===== config.mk =====
export PLATFORM = sky130hd
export DESIGN_NAME = wb_commit_mlane
export DESIGN_NICKNAME = d
export VERILOG_FILES = /design/src/rtl/wb_commit_mlane.sv
export SDC_FILE = /design/constraint.sdc
export NUM_CORES = 2
export LEC_CHECK = 0
export BUFFER_PORTS_ARGS = -buffer_cell sky130_fd_sc_hd__buf_2
export CORE_ASPECT_RATIO = 1.5
export CORE_MARGIN = 5
export CORE_UTILIZATION = 35
export DETAILED_ROUTE_END_ITERATION = 10
export GPL_ROUTABILITY_DRIVEN = 0
export PLACE_DENSITY = 0.59
export SYNTH_ARGS = -nofsm -noshare
export SYNTH_HDL_FRONTEND = slang
export SYNTH_SLANG_ARGS = --single-unit

===== constraint.sdc =====
create_clock -name clk -period 9.86 [get_ports clk]
set_clock_uncertainty 0.15 [all_clocks]
set_input_delay 1.479 -clock clk [delete_from_list [all_inputs] [get_ports clk]]
set_output_delay 1.479 -clock clk [all_outputs]
set_load 0.02 [all_outputs]

===== src/rtl/wb_commit_mlane.sv =====
// Multi-lane writeback stage: registered MEM/WB boundary, load alignment,
// register-file write ports and an in-order trace FIFO feeding the debug port.
module wb_commit_mlane #(
  parameter int LANES       = 2,
  parameter int TRACE_DEPTH = 8
) (
  input  logic                  clk,
  input  logic                  rst,
  input  logic [LANES-1:0]      in_valid,
  input  logic [32*LANES-1:0]   in_pc,
  input  logic [8*LANES-1:0]    in_aluop,
  input  logic [LANES-1:0]      in_wen,
  input  logic [5*LANES-1:0]    in_waddr,
  input  logic [32*LANES-1:0]   in_alu_data,
  input  logic [32*LANES-1:0]   in_rt_data,
  input  logic [32*LANES-1:0]   in_mem_rdata,
  input  logic [32*LANES-1:0]   in_mem_addr,
  input  logic [LANES-1:0]      in_mem_to_reg,
  output logic                  stall_o,
  output logic [LANES-1:0]      rf_wen,
  output logic [5*LANES-1:0]    rf_waddr,
  output logic [32*LANES-1:0]   rf_wdata,
  output logic [31:0]           debug_pc,
  output logic [3:0]            debug_regfile_wen,
  output logic [4:0]            debug_regfile_waddr,
  output logic [31:0]           debug_regfile_wdata
);

  localparam logic [7:0] ALUOP_LB  = 8'h20;
  localparam logic [7:0] ALUOP_LH  = 8'h21;
  localparam logic [7:0] ALUOP_LWL = 8'h22;
  localparam logic [7:0] ALUOP_LW  = 8'h23;
  localparam logic [7:0] ALUOP_LBU = 8'h24;
  localparam logic [7:0] ALUOP_LHU = 8'h25;
  localparam logic [7:0] ALUOP_LWR = 8'h26;

  localparam int PTR_W = $clog2(TRACE_DEPTH);
  localparam int CNT_W = PTR_W + 1;

  typedef struct packed {
    logic [31:0] pc;
    logic [4:0]  waddr;
    logic [31:0] wdata;
  } trace_t;

  logic [LANES-1:0]    wbValid_q, wbWen_q, wbMemToReg_q;
  logic [32*LANES-1:0] wbPc_q, wbAlu_q, wbRt_q, wbRdata_q;
  logic [8*LANES-1:0]  wbAluop_q;
  logic [5*LANES-1:0]  wbWaddr_q;
  logic [2*LANES-1:0]  wbAddrLo_q;

  logic [LANES-1:0]    commit;
  logic [32*LANES-1:0] wdata;

  trace_t              traceMem [TRACE_DEPTH];
  trace_t              head;
  logic [PTR_W-1:0]    wrPtr_q, rdPtr_q;
  logic [CNT_W-1:0]    count_q;
  logic [PTR_W-1:0]    slot [LANES];
  logic [CNT_W-1:0]    pushCnt;
  logic                pop;
  logic                unusedAddrBits;

  // Only the byte offset of the load address matters for alignment.
  assign unusedAddrBits = ^in_mem_addr;

  function automatic logic [31:0] alignLoad(input logic [7:0] op, input logic [1:0] a,
                                            input logic [31:0] rd, input logic [31:0] rt);
    logic [7:0]  b;
    logic [15:0] h;
    b = rd[8*a +: 8];
    h = a[1] ? rd[31:16] : rd[15:0];
    case (op)
      ALUOP_LB:  return {{24{b[7]}}, b};
      ALUOP_LBU: return {24'h0, b};
      ALUOP_LH:  return {{16{h[15]}}, h};
      ALUOP_LHU: return {16'h0, h};
      ALUOP_LW:  return rd;
      ALUOP_LWL: begin
        case (a)
          2'd0:    return {rd[7:0], rt[23:0]};
          2'd1:    return {rd[15:0], rt[15:0]};
          2'd2:    return {rd[23:0], rt[7:0]};
          default: return rd;
        endcase
      end
      ALUOP_LWR: begin
        case (a)
          2'd0:    return rd;
          2'd1:    return {rt[31:24], rd[31:8]};
          2'd2:    return {rt[31:16], rd[31:16]};
          default: return {rt[31:8], rd[31:24]};
        endcase
      end
      default:   return 32'h0;
    endcase
  endfunction

  always_ff @(posedge clk) begin
    if (rst) begin
      wbValid_q    <= '0;
      wbWen_q      <= '0;
      wbMemToReg_q <= '0;
      wbPc_q       <= '0;
      wbAlu_q      <= '0;
      wbRt_q       <= '0;
      wbRdata_q    <= '0;
      wbAluop_q    <= '0;
      wbWaddr_q    <= '0;
      wbAddrLo_q   <= '0;
    end else if (!stall_o) begin
      wbValid_q    <= in_valid;
      wbWen_q      <= in_wen;
      wbMemToReg_q <= in_mem_to_reg;
      wbPc_q       <= in_pc;
      wbAlu_q      <= in_alu_data;
      wbRt_q       <= in_rt_data;
      wbRdata_q    <= in_mem_rdata;
      wbAluop_q    <= in_aluop;
      wbWaddr_q    <= in_waddr;
      for (int i = 0; i < LANES; i++) begin
        wbAddrLo_q[2*i +: 2] <= in_mem_addr[32*i +: 2];
      end
    end
  end

  // A held entry commits only in the cycle it leaves WB, so stall gates the write.
  always_comb begin
    commit = '0;
    wdata  = '0;
    for (int i = 0; i < LANES; i++) begin
      commit[i] = wbValid_q[i] & wbWen_q[i] & ~stall_o;
      wdata[32*i +: 32] = wbMemToReg_q[i]
        ? alignLoad(wbAluop_q[8*i +: 8], wbAddrLo_q[2*i +: 2], wbRdata_q[32*i +: 32], wbRt_q[32*i +: 32])
        : wbAlu_q[32*i +: 32];
    end
  end

  assign rf_wen   = commit;
  assign rf_waddr = wbWaddr_q;
  assign rf_wdata = wdata;

  // Committing lanes take consecutive FIFO slots, older lane first.
  always_comb begin
    pushCnt = '0;
    for (int i = 0; i < LANES; i++) begin
      slot[i] = wrPtr_q + pushCnt[PTR_W-1:0];
      pushCnt = pushCnt + CNT_W'(commit[i]);
    end
  end

  assign pop     = (count_q != '0);
  assign head    = traceMem[rdPtr_q];
  assign stall_o = (CNT_W'(TRACE_DEPTH) - count_q) < CNT_W'(LANES);

  always_ff @(posedge clk) begin
    for (int i = 0; i < LANES; i++) begin
      if (commit[i]) begin
        traceMem[slot[i]] <= {wbPc_q[32*i +: 32], wbWaddr_q[5*i +: 5], wdata[32*i +: 32]};
      end
    end
  end

  always_ff @(posedge clk) begin
    if (rst) begin
      wrPtr_q <= '0;
      rdPtr_q <= '0;
      count_q <= '0;
    end else begin
      wrPtr_q <= wrPtr_q + pushCnt[PTR_W-1:0];
      rdPtr_q <= rdPtr_q + PTR_W'(pop);
      count_q <= count_q + pushCnt - CNT_W'(pop);
    end
  end

  always_ff @(posedge clk) begin
    if (rst) begin
      debug_pc            <= '0;
      debug_regfile_wen   <= '0;
      debug_regfile_waddr <= '0;
      debug_regfile_wdata <= '0;
    end else if (pop) begin
      debug_pc            <= head.pc;
      debug_regfile_wen   <= 4'hf;
      debug_regfile_waddr <= head.waddr;
      debug_regfile_wdata <= head.wdata;
    end else begin
      debug_regfile_wen   <= '0;
    end
  end

endmodule

==> results.md <==
- Run status: complete, no violations
- Synth area leaders: edfxtp_1, dfxtp_1, nand2_1
- Achievable Freq: 153 MHz
- Tcrit/Tclk final: 66.1%
- Die height: 450 um
- Synth warnings: 0
- Power Dens Cells: 277 nW/um^2
- Sequential-to-total area share from yosys stat: 53.1%
- CTS Hold Bufs: 0
- Vias in the first global route: 35,242
- Synth Instances: 4,675
- Post-synth EDFFs: 552
- Post_cts resized: 0
- Leakage: 20.2 nW
- Synth Flop Type: edfxtp_1
- Setup violations, final: 0
- Area grow syn2layout: 14.7%
- DR DRC count: 0
- RSZ-0062 raised after global routing: false
- Wire length of the first global-routing pass: 235,000 um
- Register share of total power: 39.3%
- Worst-skew pair later-pin latency: 0.70 ns
- Synthesized flop and latch total: 924
- FF-to-FF setup slack: 3.34 ns
- CTS sink count: 924
- Total track usage: 22.5%
- Tot Pwr: 14.4 mW
- R2R cell count: 10
- First-pass DRT Iterations: 6
- Relative slew margins: 16.3%
- Pre-CTS worst setup slack: 3.23 ns
- Setup CP Type: register to register
- Mapped cell area: 45,300 um^2
- Worst Tran Pin Value: 1.25 ns
- Total grt overflow: 0
- Cell variety after synth: 81
- Required @ worst endpoint: 10.02 ns
- Clock slew at reported path FFs: 0.07 ns
- Die X: 304 um
- Row count: 161
- Wire length per cell: 24.1 um
- Post-synth ARST share: 0%
- Clock Tree Root: clkbuf_16
- Worst min path class: register to register
- CTS tree: yes
- Total CTS buffers: 88
- DP HPWL: 106,000 um
- P_sw: 5.73 mW
- Initial antenna violation count: 10
- Setup_tns: 0 ns
- Worst Hold Depth: 2
- Worst hold margin: 0.303 ns
- Drt total wl: 161,000 um
- Clk pwr share: 24.4%
- Post-route ant nets: 0
- Crit-path max FO: 136
- R2R Path Start: count_q[0]
- Nets: 5,245
- Initial DRC count: 3,446
- CP startpoint kind: register
- Crit path time final: 6.52 ns
- Largest net degree at the start of global routing: 182
- # port buffers: 443
- Fin. max-slew vios: 0
- Vias post-DR: 36,125
- H-tree Lvls: 3
- Clock buffer depth: 3
- Top-Level Pins: 504
- Maximum vdd drop: 0.365 mV
- Post-CTS setup buffer count: 0
- Synth area leader: edfxtp_1
- Final Hold Vio Count: 0
- WHS Endpoint: wbAlu_q[32]
- Fillers: 12,680
- Cell internal pwr: 8.63 mW
- PnR worst setup slack: 3.34 ns
- Crit path DAT: 6.68 ns
- Comb power frac: 36.3%
- FF-to-FF End: traceMem[0][5]
- Die ar.: 137,000 um^2
- Syn Nets: 5,044
- Synthesized area per cell: 9.68 um^2
- Via density: 5.42
- Switching Share: 39.9%
- Critical path capture point type: register
- Beginning of the worst hold path: wbAlu_q[32]
- Core Region: 129,000 um^2
- Max_cap viols: 0
- Share of layout cells above drive strength 1: 18.1%
- Initial core utilization: 35.2%
- Post-synth top area share: 36.6%
-- cells in the mapped netlist (10+ instances only) --
master	n
buf_2	48
a211oi_1	81
inv_1	78
mux4_2	140
o221ai_1	11
nand2_1	1576
a21oi_1	469
a22oi_1	28
a2bb2oi_1	20
clkbuf_1	313
nor3_1	30
nor2_1	224
dfxtp_1	372
a31oi_1	10
a221oi_1	23
nand2b_1	16
o22ai_1	21
nor2b_1	30
buf_1	56
ha_1	13
mux2i_1	294
edfxtp_1	552
nand3_1	26
o21ai_0	56
mux2_2	17
o211ai_1	22
-- layout by cell type (no fill, tap or decap), types with 30 or more instances in the layout --
| cell type | count |
|---|---|
| inv_1 | 82 |
| nand2_1 | 1571 |
| o21ai_0 | 50 |
| buf_4 | 85 |
| mux4_2 | 140 |
| a21oi_1 | 469 |
| mux2i_1 | 294 |
| nor2_1 | 222 |
| buf_2 | 442 |
| nor2b_1 | 30 |
| edfxtp_1 | 552 |
| dfxtp_1 | 365 |
| a211oi_1 | 81 |
| clkbuf_16 | 94 |
-- per-stage QoR --
step	instances	util, %	area [um^2]
6_report	6663	40.4	51900
5_1_grt	6663	40.4	51900
4_1_cts	6661	40.4	51900
3_5_place_dp	6497	38.1	49000
3_3_place_gp	6497	38.1	49000
2_1_floorplan	4675	-	45300
-- power groups by stage --
| stage | Combinational (mW) | Sequential, mW | Clock, mW |
|---|---|---|---|
| detailed placement | 5.23 | 5.72 | 0 |
| global route | 5.70 | 5.72 | 3.72 |
| CTS | 5.24 | 5.64 | 3.58 |
| finish | 5.21 | 5.65 | 3.51 |
| floorplan | 3.72 | 5.35 | 0 |
| global placement | 5.16 | 5.70 | 0 |
-- cells by family after synthesis --
kind of cell    share of synthesized area [%]
simple gates                             17.3
flops                                    53.1
compound gates                           10.9
buf+inv                                  4.31
mux                                      13.9
fa+ha+maj                               0.448
xor+xnor                                0.116
-- state kept, by name, indices dropped and copies added, names as in the netlist --
name	flops
debug_regfile_wdata	32
traceMem	552
wbAlu_q	64
debug_pc	32
rdPtr_q	3
debug_regfile_wen	1
wbRdata_q	64
wbRt_q	64
wbWen_q	2
wbPc_q	64
debug_regfile_waddr	5
wbAluop_q	16
wbMemToReg_q	2
wrPtr_q	3
rf_waddr	10
wbAddrLo_q	4
wbValid_q	2
count_q	4
-- metal layers --
metal | GRT usage [%] | vias up | wire, um | part of all wire [%]
li1 | - | 16712 | - | -
met1 | 27.5 | 17423 | 62400 | 39
met2 | 39.8 | 1666 | 81200 | 50
met3 | 3.24 | 324 | 10200 | 6.3
met4 | 9.32 | 0 | 7090 | 4.4
met5 | 0 | - | 0 | 0
-- critical path, stage by stage, from the launching register on --
cell,delay [ns]
dfxtp_1,0.39
inv_1,0.06
ha_1,0.26
nor3b_1,0.18
a31oi_4,0.82
inv_8,0.43
buf_4,0.55
nor3_1,1.09
nand2_4,0.87
o31ai_4,0.52
buf_4,0.70
-- how the worst max path moves through the flow --
| stage | from | end | slack (ns) | cells past startpoint |
|---|---|---|---|---|
| after floorplan | count_q[0] | traceMem[2][0] | 2.48 | 7 |
| after global placement | count_q[0] | traceMem[6][41] | 3.39 | 10 |
| after detailed placement | count_q[0] | traceMem[0][2] | 3.23 | 10 |
| after CTS | count_q[0] | traceMem[0][5] | 3.21 | 10 |
| after global routing | count_q[0] | traceMem[0][5] | 2.98 | 10 |
| final | count_q[0] | traceMem[0][5] | 3.34 | 10 |
-- final cells by class --
cell class	count	area (um^2)	share of cell area, %
Sequential cell	924	24000	46.3
Clock inverter	34	295	0.569
Antenna cell	2	5.00	0.00964
Multi-Input combinational cell	3250	19500	37.6
Timing Repair Buffer	531	2930	5.63
Clock buffer	130	2660	5.13
Inverter	81	312	0.600
Tap cell	1711	2140	4.12
(Power assumes the default switching activity.)
